--- src/rtl/dff_pipe_pkg.sv ---
// Shared defaults and helpers for the dff_pipe_sr register pipeline.
package dff_pipe_pkg;

    localparam int DFF_PIPE_WIDTH_DEF = 8;
    localparam int DFF_PIPE_DEPTH_DEF = 4;

    // Bits needed to count 0..depth occupied stages.
    function automatic int occ_width(input int depth);
        return $clog2(depth + 1);
    endfunction

endpackage

--- src/rtl/dff_en_sr.sv ---
// One pipeline stage: WIDTH data bits plus a valid bit, with enable and a
// synchronous clear of the valid bit. Data reset exists only when
// DFF_PIPE_DATA_RESET_EN is defined; otherwise the data flops have no reset.
module dff_en_sr
    import dff_pipe_pkg::*;
#(
    parameter int               WIDTH     = DFF_PIPE_WIDTH_DEF,
    parameter logic [WIDTH-1:0] RESET_VAL = '0
) (
    input  logic             clk,
    input  logic             rst,
    input  logic             en,
    input  logic             clr,
    input  logic [WIDTH-1:0] d,
    input  logic             d_valid,
    output logic [WIDTH-1:0] q,
    output logic             q_valid
);

    logic [WIDTH-1:0] data_q, data_d;
    logic             vld_q, vld_d;

    // Next state: clear beats enable, and clear never disturbs the data bits.
    always_comb begin
        data_d = data_q;
        vld_d  = vld_q;
        if (clr) begin
            vld_d = 1'b0;
        end else if (en) begin
            data_d = d;
            vld_d  = d_valid;
        end
    end

    // Valid bit always has a reset.
    always_ff @(posedge clk) begin
        if (rst) vld_q <= 1'b0;
        else     vld_q <= vld_d;
    end

`ifdef DFF_PIPE_DATA_RESET_EN
    // Data register with reset to RESET_VAL.
    always_ff @(posedge clk) begin
        if (rst) data_q <= RESET_VAL;
        else     data_q <= data_d;
    end
`else
    // Data register without reset; consumers qualify with the valid bit.
    always_ff @(posedge clk) begin
        data_q <= data_d;
    end

    logic unused_reset_val;
    assign unused_reset_val = ^RESET_VAL;
`endif

    assign q       = data_q;
    assign q_valid = vld_q;

endmodule

--- src/rtl/dff_pipe_sr.sv ---
// Stallable WIDTH x DEPTH register pipeline with per-stage valid bits, flush
// and a registered occupancy count. Optional data reset: DFF_PIPE_DATA_RESET_EN.
module dff_pipe_sr
    import dff_pipe_pkg::*;
#(
    parameter int               WIDTH     = DFF_PIPE_WIDTH_DEF,
    parameter int               DEPTH     = DFF_PIPE_DEPTH_DEF,
    parameter logic [WIDTH-1:0] RESET_VAL = '0
) (
    input  logic                          clk,
    input  logic                          rst,
    input  logic                          en,
    input  logic                          flush,
    input  logic [WIDTH-1:0]              d,
    input  logic                          d_valid,
    output logic [WIDTH-1:0]              q,
    output logic                          q_valid,
    output logic [occ_width(DEPTH)-1:0]   occ
);

    localparam int               OCC_W   = occ_width(DEPTH);
    localparam logic [OCC_W-1:0] OCC_MAX = OCC_W'(DEPTH);

    // Index 0 is the pipeline input; index i+1 is the output of stage i.
    logic [WIDTH-1:0] data_pipe [DEPTH+1];
    logic [DEPTH:0]   vld_pipe;

    logic [OCC_W-1:0] occ_q, occ_d;

    assign data_pipe[0] = d;
    assign vld_pipe[0]  = d_valid;

    for (genvar i = 0; i < DEPTH; i++) begin : g_stage
        dff_en_sr #(
            .WIDTH     (WIDTH),
            .RESET_VAL (RESET_VAL)
        ) u_stage (
            .clk     (clk),
            .rst     (rst),
            .en      (en),
            .clr     (flush),
            .d       (data_pipe[i]),
            .d_valid (vld_pipe[i]),
            .q       (data_pipe[i+1]),
            .q_valid (vld_pipe[i+1])
        );
    end

    // Occupancy tracks items entering stage 0 minus the item leaving the last stage.
    always_comb begin
        occ_d = occ_q;
        if (flush) begin
            occ_d = '0;
        end else if (en) begin
            occ_d = occ_q + OCC_W'(vld_pipe[0]) - OCC_W'(vld_pipe[DEPTH]);
        end
    end

    // Occupancy register.
    always_ff @(posedge clk) begin
        if (rst) occ_q <= '0;
        else     occ_q <= occ_d;
    end

    assign q       = data_pipe[DEPTH];
    assign q_valid = vld_pipe[DEPTH];
    assign occ     = occ_q;

    // The counter must never leave 0..DEPTH and must equal the live valid bits.
    occ_bounded: assert property (@(posedge clk) disable iff (rst) occ_q <= OCC_MAX);
    occ_matches: assert property (@(posedge clk) disable iff (rst)
                                  occ_q == OCC_W'($countones(vld_pipe[DEPTH:1])));

endmodule

--- config.mk ---
export PLATFORM = sky130hd
export DESIGN_NAME = dff_pipe_sr
export DESIGN_NICKNAME = d
export VERILOG_FILES = /design/src/rtl/dff_pipe_pkg.sv /design/src/rtl/dff_en_sr.sv /design/src/rtl/dff_pipe_sr.sv
export SDC_FILE = /design/constraint.sdc
export NUM_CORES = 1
export LEC_CHECK = 0
export CAP_MARGIN = 5
export CORE_MARGIN = 2
export CORE_UTILIZATION = 48
export DETAILED_ROUTE_END_ITERATION = 12
export PLACE_DENSITY = 0.81
export SETUP_SLACK_MARGIN = 0.05
export SLEW_MARGIN = 20
export SYNTH_ARGS = -nofsm -noshare
export SYNTH_HDL_FRONTEND = slang
export SYNTH_SLANG_ARGS = --single-unit
export TNS_END_PERCENT = 100
--- constraint.sdc ---
create_clock -name clk -period 2.1 [get_ports clk]
set_clock_uncertainty 0.2 [all_clocks]
set_input_delay 0.42 -clock clk [delete_from_list [all_inputs] [get_ports clk]]
set_output_delay 0.42 -clock clk [all_outputs]
set_load 0.005 [all_outputs]
==> flow_metrics.py, run 1 <==
metrics = {
    "status": {
        "status": "complete, no violations",
    },
    "finish": {
        "multi_input_comb_area_um2": 183,
        "final_cells": 129,
        "fillers": 190,
        "area_growth_pct": 25.5,
        "nets": 113,
        "fin_area_um2": 1710,
        "drive_above_1_share_pct": 15.3,
        "antenna_cells": 0,
        "regArea_um2": 1100,
    },
    "global_routing": {
        "grt.overflow.total": 0,
        "grt_pass1_wl_um": 2470,
        "antenna_found_initial": 0,
        "grt_pass1_vias": 613,
        "grt_max_degree": 33,
        "grt_usage_pct": 10.7,
    },
    "synth": {
        "yosysMostFrequentCell": "edfxtp_1",
        "synth_cell_types": 16,
        "synth.avg_cell_area_um2": 18.4,
        "synth_largest_area_cell": "edfxtp_1",
        "synth-seq-cells": 39,
        "synth_top_area_share_pct": 70.4,
        "synth_edf_count": 32,
        "synth_common_cells": "edfxtp_1 (32), buf_4 (8), dfxtp_1 (7), nor2_1 (7), mux2i_1 (5)",
        "postSynthCellCount": 74,
        "synth_nets": 90,
        "yosys_warnings": 0,
        "async_flop_share_pct": 0,
        "syn_area_um2": 1370,
        "synth_seq_area_share_pct": 80.7,
        "dominantRegCellSynth": "edfxtp_1",
        "synth_area_leaders": "edfxtp_1 (70%), dfxtp_1 (10%), buf_4 (4.4%)",
    },
    "power": {
        "power.total_mw": 1.54,
        "p_sw_share_pct": 17.1,
        "p_int_mw": 1.28,
        "leakagePower_nw": 0.607,
        "cellPowerDensity_nw_per_um2": 901,
        "peakVddDrop_mv": 0.768,
        "p_clk_share_pct": 38.7,
        "pwr-share-seq_pct": 56.6,
        "switching_power_mw": 0.264,
        "p_comb_share_pct": 4.6,
    },
    "sta": {
        "rsz0062_at_grt": "true",
        "clock.fmax_mhz": 504,
        "relSlewSlack_pct": 80.5,
        "period_minus_slack_ps": 1980,
        "slew_violations": 0,
        "tightestPinTransition_ps": 293,
        "setup_viol": 0,
        "hold_viol_final": 0,
        "period_share_pct": 94.4,
    },
    "critical_path": {
        "end_kind": "flip-flop",
        "r2r_cells": 8,
        "critPathMaxFanout": 3,
        "cp-start-kind": "flip-flop",
        "cp.arrival_ps": 2020,
        "crit_type": "reg2reg",
        "required_ps": 2130,
        "rr_endpoint": "occ[2]",
        "rrSetupSlack_ps": 120,
        "r2r-start": "g_stage[3].u_stage.q_valid",
    },
    "cts": {
        "cts_made_buffers": 5,
        "clock-sinks": 39,
        "hold_buffers": 0,
        "post_cts_buffers": 0,
        "clock_tree.buffer_depth": 2,
        "clock_tree.root_cell": "clkbuf_4",
        "clkTransAtPathRegs_ps": 110,
        "cts_tree": "done",
        "worstSkewPairLatency_ps": 320,
        "h-tree-depth": 2,
    },
    "hold_path": {
        "holdPathStages": 0,
        "hold_class": "reg2reg",
        "worstHoldStart": "g_stage[0].u_stage.q[2]",
        "hold_path_end": "g_stage[1].u_stage.q[2]",
    },
    "routing": {
        "ant_nets": 0,
        "dr.pass1.iters": 5,
        "wl_per_cell_um": 12.1,
        "dr.first_iter.drc_count": 9,
        "vias": 622,
        "drt_drc_violations_left": 0,
        "wirelength_um": 1570,
        "viasPerCell": 4.82,
    },
    "floorplanning": {
        "die_h_um": 57.3,
        "dieArea_um2": 3290,
        "num_rows": 19,
        "core_area_um2": 2730,
        "start_util_pct": 49.9,
        "ios": 25,
        "dieWidth_um": 57.3,
    },
    "place": {
        "dpl.cell_count": 121,
        "dpl_cell_area_um2": 1600,
        "io_buffers": 24,
        "place_congestion": 0.692,
        "dpl.hpwl_um": 1040,
    },
    "flow_run": {
        "max_cap_viol_count": 0,
    },
}
==> registers in the layout (all words and copies together) (netlist names) <==
register / cells
g_stage.u_stage.q_valid: 4
occ: 3
g_stage.u_stage.q: 32
==> worst max path at each step <==
| stage | startpoint | to | slack (ps) | depth (start not counted) |
|---|---|---|---|---|
| after floorplan | en | g_stage[0].u_stage.q[0] | 100 | 2 |
| after global placement | d_valid | occ[2] | -140 | 7 |
| after detailed placement | d_valid | occ[2] | -210 | 7 |
| after CTS | occ[0] | occ[2] | 70 | 9 |
| after global routing | occ[0] | occ[2] | 50 | 9 |
| final | g_stage[3].u_stage.q_valid | occ[2] | 120 | 8 |
==> power by group through the flow <==
stage          clock network [mW]  registers (mW)  logic (mW)
6_report                    0.597           0.874      0.0716
5_1_grt                     0.654           0.876      0.0773
4_1_cts                     0.610           0.874      0.0720
3_5_place_dp                    0           0.891      0.0711
3_3_place_gp                    0           0.889      0.0679
2_1_floorplan                   0           0.890      0.0339
==> cell type report <==
type,count,share of cell area [%]
inverters,4,0.877
well taps,31,2.26
multi-input cells,21,10.7
clock buffers,5,2.19
repair buffers,26,15.6
clock inverters,3,3.94
flip-flops and latches,39,64.4
==> through the flow <==
stage	worst slack [ps]	TNS, ps	hold WS, ps	util, %
2_1_floorplan	95.9	0	200	-
3_3_place_gp	-136	-136	201	58.4
3_5_place_dp	-210	-210	205	58.4
4_1_cts	72.1	0	232	62.6
5_1_grt	48.0	0	240	62.7
6_report	117	0	228	62.7
==> logic make-up (layout without fill, tap and decap cells) <==
| group | count (synthesis) | count (layout) | synth area share (%) |
|---|---|---|---|
| muxes | 5 | 5 | 3.67 |
| AOI/OAI and AO/OA | 3 | 3 | 2.11 |
| adders and majority gates | 3 | 3 | 3.30 |
| DFF | 39 | 39 | 80.7 |
| buffers and inverters | 14 | 38 | 6.69 |
| and+or+nand+nor | 9 | 9 | 2.93 |
| xor gates and xnor gates | 1 | 1 | 0.642 |
==> critical path, cell delays in order (launching register included) <==
cell	delay, ps
dfxtp_1	360
ha_1	300
inv_1	60
ha_1	130
inv_1	50
fa_2	350
xor2_2	170
a211oi_2	90
a31o_1	190
==> cells in the final DEF, fill, tap and decap left out <==
cell type | netlist | layout
buf_12 | 0 | 1
or2_1 | 1 | 1
dfxtp_1 | 7 | 5
mux2i_1 | 5 | 5
dfxtp_2 | 0 | 2
a211oi_1 | 1 | 1
a31o_1 | 1 | 1
nor2_1 | 7 | 7
clkbuf_4 | 0 | 5
inv_1 | 4 | 4
fa_2 | 0 | 1
xor2_2 | 0 | 1
a211oi_2 | 1 | 1
clkinvlp_4 | 0 | 1
edfxtp_1 | 32 | 32
and2b_1 | 1 | 1
ha_1 | 2 | 2
bufinv_16 | 0 | 2
clkdlybuf4s50_1 | 0 | 24
buf_4 | 8 | 1
==> metal layers <==
metal  global-route usage (%)  routed length [µm]  vias up
met5                        0                   0        -
li1                         -                   -      301
met3                     4.76                 103        5
met1                     11.4                 579      295
met4                     6.98                  34        0
met2                     17.4                 848       21
==> what timing repair did <==
| item | in CTS | in global routing |
|---|---|---|
| setup endpoints to repair | 1 | 2 |
| gates resized for setup | 2 | 2 |
| pin swaps | 0 | 1 |
Power figures use the tool's default switching activity.
==> run 2: changes to the inputs <==
--- a/config.mk
+++ b/config.mk
@@ -6,7 +6,7 @@
 export NUM_CORES = 1
 export LEC_CHECK = 0
 export CAP_MARGIN = 5
-export CORE_MARGIN = 2
+export CORE_MARGIN = 4
 export CORE_UTILIZATION = 48
 export DETAILED_ROUTE_END_ITERATION = 12
 export PLACE_DENSITY = 0.81
==> constraint.sdc (replaced) <==
create_clock -name clk -period 2.4 [get_ports clk]
set_clock_uncertainty 0.2 [all_clocks]
set_input_delay 0.48 -clock clk [delete_from_list [all_inputs] [get_ports clk]]
set_output_delay 0.48 -clock clk [all_outputs]
set_load 0.005 [all_outputs]
==> run 2 against run 1 <==
Compared with the run above: flip-flop and latch count unchanged; total power down 27%; combinational power down 13%; non-clock buffer count unchanged; largest power group unchanged; highest routed layer unchanged.
==> flow_metrics.py, run 2 (same netlist as run 1, synthesis figures left out) <==
metrics = {
    "floorplanning": {
        "num_rows": 19,
        "start_util_pct": 49.9,
        "ios": 25,
        "core_area_um2": 2730,
        "die_h_um": 61.3,
        "dieArea_um2": 3760,
        "dieWidth_um": 61.3,
    },
    "global_routing": {
        "grt_pass1_vias": 611,
        "grt_usage_pct": 10.1,
        "antenna_found_initial": 0,
        "met1_usage_pct": 8.91,
        "use_met3_pct": 4.61,
        "grt_max_degree": 33,
        "grt.overflow.total": 0,
        "top_usage_layer": "met2",
        "gr-usage-met2_pct": 17.8,
        "grt_pass1_wl_um": 2500,
    },
    "finish": {
        "final_cell_mix": "edfxtp_1 (32), clkdlybuf4s50_1 (24), nor2_1 (7), dfxtp_1 (7)",
        "antenna_cells": 0,
        "area_growth_pct": 20.5,
        "fin_area_um2": 1650,
        "drive_above_1_share_pct": 9.18,
        "final_common_cell": "edfxtp_1",
        "final_cells": 129,
        "nets": 113,
        "largest_reg_flops": 32,
    },
    "critical_path": {
        "end_kind": "flip-flop",
        "rrSetupSlack_ps": 220,
        "crit_type": "reg2reg",
        "rr_endpoint": "occ[2]",
        "critPathMaxFanout": 3,
        "cp.arrival_ps": 2210,
        "r2r-start": "occ[0]",
        "cp-start-kind": "flip-flop",
        "required_ps": 2430,
        "r2r_cells": 9,
    },
    "place": {
        "dpl_cell_area_um2": 1600,
        "place_ws_ps": -47.0,
        "dpl.cell_count": 121,
        "dpl.hpwl_um": 1190,
        "io_buffers": 24,
        "place_congestion": 0.624,
    },
    "sta": {
        "rsz0062_at_grt": "false",
        "period_minus_slack_ps": 2180,
        "setup_viol": 0,
        "hold_viol_final": 0,
        "relSlewSlack_pct": 79.8,
        "tightestPinTransition_ps": 303,
        "fin_ws_ps": 222,
        "period_share_pct": 90.8,
        "whs_ps": 217,
        "slew_violations": 0,
        "clock.fmax_mhz": 459,
    },
    "routing": {
        "ant_nets": 0,
        "dr.first_iter.drc_count": 5,
        "wl_per_cell_um": 12.7,
        "drt_drc_violations_left": 0,
        "vias": 617,
        "dr.pass1.iters": 2,
        "viasPerCell": 4.78,
        "wirelength_um": 1640,
    },
    "hold_path": {
        "holdPathStages": 0,
        "worstHoldStart": "g_stage[1].u_stage.q[0]",
        "hold_path_end": "g_stage[2].u_stage.q[0]",
        "hold_class": "reg2reg",
    },
    "cts": {
        "h-tree-depth": 2,
        "cts_made_buffers": 5,
        "clock-sinks": 39,
        "worstSkewPairLatency_ps": 330,
        "post_cts_buffers": 0,
        "hold_buffers": 0,
        "clock_tree.buffer_depth": 2,
        "clock_tree.root_cell": "clkbuf_4",
        "postCtsResizedCells": 0,
        "clkTransAtPathRegs_ps": 100,
        "cts_tree": "done",
    },
    "power": {
        "leakagePower_nw": 0.585,
        "cellPowerDensity_nw_per_um2": 684,
        "peakVddDrop_mv": 0.528,
    },
    "flow_run": {
        "max_cap_viol_count": 0,
    },
    "status": {
        "status": "complete, no violations",
    },
}
==> run 2: changes by cell type in the layout (fill, tap and decap cells not counted) <==
cell        before  now
bufinv_16        2    0
clkbuf_1         0    2
dfxtp_1          5    7
dfxtp_2          2    0
clkinv_2         0    1
clkinvlp_4       1    0
fa_1             0    1
fa_2             1    0
xor2_1           0    1
xor2_2           1    0
==> run 2: power by group <==
group | internal, mW | leakage, nW | switching [mW]
sequential | 0.757 | 0.357 | 0.00653
combinational | 0.0366 | 0.199 | 0.0256
clock | 0.114 | 0.0293 | 0.185
==> run 2: stage by stage <==
| step | power [mW] | setup TNS [ps] | utilization, % |
|---|---|---|---|
| 2_1_floorplan | 0.808 | 0 | - |
| 3_3_place_gp | 0.837 | 0 | 58.4 |
| 3_5_place_dp | 0.843 | -47.0 | 58.4 |
| 4_1_cts | 1.14 | 0 | 60.2 |
| 5_1_grt | 1.17 | 0 | 60.2 |
| 6_report | 1.13 | 0 | 60.2 |
==> run 2: worst max-delay path, stage by stage, from the launching register on <==
cell,delay [ps]
dfxtp_1,380
inv_1,70
ha_1,270
inv_1,60
ha_1,130
inv_1,50
fa_1,360
xor2_1,260
a211oi_2,130
a31o_1,190
==> run 2: layout make-up <==
class	instances	area, µm²
sequential	39	1100
clock inverter	1	5.00
tap	31	38.8
fill	200	1090
multi-input combinational	21	173
clock buffer	7	45.0
inverter	4	15.0
timing repair buffer	26	268
==> run 2: routing by layer <==
layer / share of wire [%] / vias to the layer above
li1: - / 301
met3: 7.3 / 2
met5: 0 / -
met1: 35 / 295
met2: 57 / 19
met4: 0.49 / 0
==> run 2: how the worst max path moves through the flow <==
stage | startpoint | endpoint | slack [ps] | cells past startpoint
after floorplan | en | g_stage[0].u_stage.q[0] | 340 | 2
after global routing | occ[0] | occ[2] | 130 | 9
after detailed placement | d_valid | occ[2] | -50 | 7
final | occ[0] | occ[2] | 220 | 9
after CTS | occ[0] | occ[2] | 190 | 9
after global placement | d_valid | occ[2] | 100 | 7
==> run 3: changes to the inputs <==
--- a/config.mk
+++ b/config.mk
@@ -14,5 +14,6 @@
 export SLEW_MARGIN = 20
 export SYNTH_ARGS = -nofsm -noshare
 export SYNTH_HDL_FRONTEND = slang
+export SYNTH_HIERARCHICAL = 1
 export SYNTH_SLANG_ARGS = --single-unit
 export TNS_END_PERCENT = 100
==> constraint.sdc (replaced) <==
create_clock -name clk -period 2.03 [get_ports clk]
set_clock_uncertainty 0.2 [all_clocks]
set_input_delay 0.406 -clock clk [delete_from_list [all_inputs] [get_ports clk]]
set_output_delay 0.406 -clock clk [all_outputs]
set_load 0.005 [all_outputs]
==> run 3 against run 2 <==
Compared with the run above: final cell count increased by 7.0%; worst hold slack improved by 13 ps; maximum frequency increased by 7.9%; design area increased by 10%; count of clock-buffer cells in the layout decreased by 1; die area decreased by 2.1%; critical endpoint unchanged; largest cell class unchanged; highest routed layer unchanged.
==> flow_metrics.py, run 3 <==
metrics = {
    "sta": {
        "clock.fmax_mhz": 495,
        "period_minus_slack_ps": 2020,
        "tightestPinTransition_ps": 472,
        "slew_violations": 0,
        "rsz0062_at_grt": "true",
        "hold_viol_final": 0,
        "relSlewSlack_pct": 68.4,
        "setup_viol": 0,
        "period_share_pct": 99.5,
        "fin_ws_ps": 10.3,
    },
    "flow_run": {
        "max_cap_viol_count": 0,
    },
    "power": {
        "leakagePower_nw": 0.640,
        "p_int_mw": 1.08,
        "p_sw_share_pct": 20.9,
        "pwr-share-seq_pct": 65.9,
        "peakVddDrop_mv": 0.559,
        "p_comb_share_pct": 7.2,
        "p_clk_share_pct": 26.8,
        "cellPowerDensity_nw_per_um2": 756,
        "switching_power_mw": 0.287,
    },
    "synth": {
        "yosys_warnings": 6,
        "synth.avg_cell_area_um2": 20.2,
        "synth_seq_area_share_pct": 82.7,
        "synth_edf_count": 32,
        "synth_largest_area_cell": "edfxtp_1",
        "dominantRegCellSynth": "edfxtp_1",
        "synth_area_leaders": "edfxtp_1 (72%), dfxtp_1 (11%), mux2i_1 (3.8%)",
        "synth_top_area_share_pct": 72.2,
        "synth_nets": 82,
        "postSynthCellCount": 66,
        "synth_cell_types": 14,
        "async_flop_share_pct": 0,
        "synth_common_cells": "edfxtp_1 (32), dfxtp_1 (7), mux2i_1 (5)",
        "synth-seq-cells": 39,
        "syn_area_um2": 1330,
        "yosysMostFrequentCell": "edfxtp_1",
    },
    "place": {
        "dpl.hpwl_um": 1350,
        "dpl_cell_area_um2": 1680,
        "place_congestion": 0.699,
        "place_ws_ps": -252,
        "io_buffers": 24,
    },
    "finish": {
        "nets": 123,
        "utilization_pct": 70.6,
        "final_common_cell": "edfxtp_1",
        "fillers": 180,
        "largest_reg_flops": 32,
        "antenna_cells": 0,
        "fin_area_um2": 1810,
        "area_growth_pct": 36.2,
        "final_cell_mix": "edfxtp_1 (32), clkdlybuf4s50_1 (23), buf_4 (10)",
        "drive_above_1_share_pct": 30.6,
    },
    "global_routing": {
        "grt_usage_pct": 12.7,
        "antenna_found_initial": 0,
        "grt_max_degree": 13,
        "grt_pass1_vias": 699,
        "grt.overflow.total": 0,
        "grt_pass1_wl_um": 3110,
    },
    "critical_path": {
        "r2r-start": "occ[0]",
        "crit_type": "reg2reg",
        "cp-start-kind": "flip-flop",
        "critPathMaxFanout": 2,
        "required_ps": 2110,
        "crit_family": "adder cells",
        "cp.arrival_ps": 2100,
        "critPathBufInv": 3,
        "path_cells": "inv_2, ha_4, inv_4, ha_4, inv_2, fa_2, xor2_2, a2111oi_4, a31o_1",
        "startpoint": "occ[0]",
        "cp_slowest_cell": "dfxtp_2",
        "end_kind": "flip-flop",
        "critPathMaxStageDelay_ps": 350,
    },
    "hold_path": {
        "worstHoldStart": "g_stage[1].u_stage/q[7]",
        "hold_class": "reg2reg",
    },
    "cts": {
        "h-tree-depth": 2,
        "hold_buffers": 0,
        "clkTransAtPathRegs_ps": 110,
        "cts_tree": "done",
        "clock_tree.root_cell": "clkbuf_4",
        "clock-sinks": 39,
        "clock_tree.buffer_depth": 2,
        "cts_made_buffers": 5,
        "worstSkewPairLatency_ps": 330,
    },
    "routing": {
        "ant_nets": 0,
        "vias": 681,
        "drt_drc_violations_left": 0,
        "wl_per_cell_um": 14.1,
        "dr.first_iter.drc_count": 17,
        "wirelength_um": 1940,
        "viasPerCell": 4.93,
        "dr.pass1.iters": 4,
    },
    "floorplanning": {
        "core_area_um2": 2570,
        "num_rows": 18,
        "dieArea_um2": 3680,
        "ios": 25,
        "die_h_um": 60.7,
        "start_util_pct": 51.9,
        "dieWidth_um": 60.7,
    },
    "status": {
        "status": "complete, no violations",
    },
}
==> run 3: cell count changes after synthesis, moves of 2 or more <==
| cell | previous run | this run |
|---|---|---|
| buf_4 | 8 | 0 |
| nor2_1 | 7 | 1 |
| nor2b_1 | 0 | 4 |
| nor3_2 | 0 | 4 |
| nor3_1 | 0 | 2 |
==> run 3: power by group through the flow <==
stage / Combinational [mW] / Sequential (mW) / Clock [mW]
3_5_place_dp: 0.0859 / 0.923 / 0
3_3_place_gp: 0.0829 / 0.921 / 0
4_1_cts: 0.0937 / 0.905 / 0.382
6_report: 0.0993 / 0.904 / 0.368
5_1_grt: 0.106 / 0.908 / 0.431
2_1_floorplan: 0.0226 / 0.921 / 0
==> run 3: logic make-up after synthesis <==
logic type,share of synthesized area (%)
AO/OA/AOI/OAI,2.44
multiplexers,3.76
XOR/XNOR,0.658
AND/OR/NAND/NOR,5.92
adder cells (fa/ha/maj),3.38
flip-flops,82.7
buffers and inverters,1.13
==> run 3: layer usage <==
layer | track usage (%) | vias up | routed length, µm
met5 | 0 | - | 0
met4 | 9.29 | 0 | 60
met3 | 4.89 | 8 | 134
met2 | 20.8 | 25 | 964
met1 | 13.2 | 317 | 785
li1 | - | 331 | -
==> run 3: final cells by class <==
cell class	instances	area (µm²)	share of cell area, %
flip-flops and latches	39	1100	60.9
repair buffers	34	318	17.5
multi-input cells	23	282	15.5
clock buffers	6	41.3	2.28
well taps	30	37.5	2.07
inverters	4	17.5	0.966
clock inverters	2	12.5	0.690
==> run 3: metrics by stage <==
| stage | setup TNS (ps) | power (mW) | cells | hold WS, ps |
|---|---|---|---|---|
| floorplan | 0 | 0.943 | 66 | 200 |
| global placement | -380 | 1.00 | 129 | 203 |
| detailed placement | -472 | 1.01 | 129 | 205 |
| CTS | 0 | 1.38 | 138 | 228 |
| global route | -90.1 | 1.45 | 138 | 246 |
| finish | 0 | 1.37 | 138 | 230 |
==> run 3: path summary, 6_finish.rpt <==
path | end | slack (ps) | depth (start not counted)
setup / recovery | occ[2] | 10 | 9
hold / removal | g_stage[2].u_stage/q[7] | 230 | 0
setup reg to reg | occ[2] | 10 | 9
hold reg to reg | g_stage[2].u_stage/q[7] | 230 | 0
==> run 3: repair_timing <==
item	in CTS	in global routing
endpoints found under the setup margin	2	4
pin swaps	0	1
resized for setup	10	5
buffers inserted	1	0
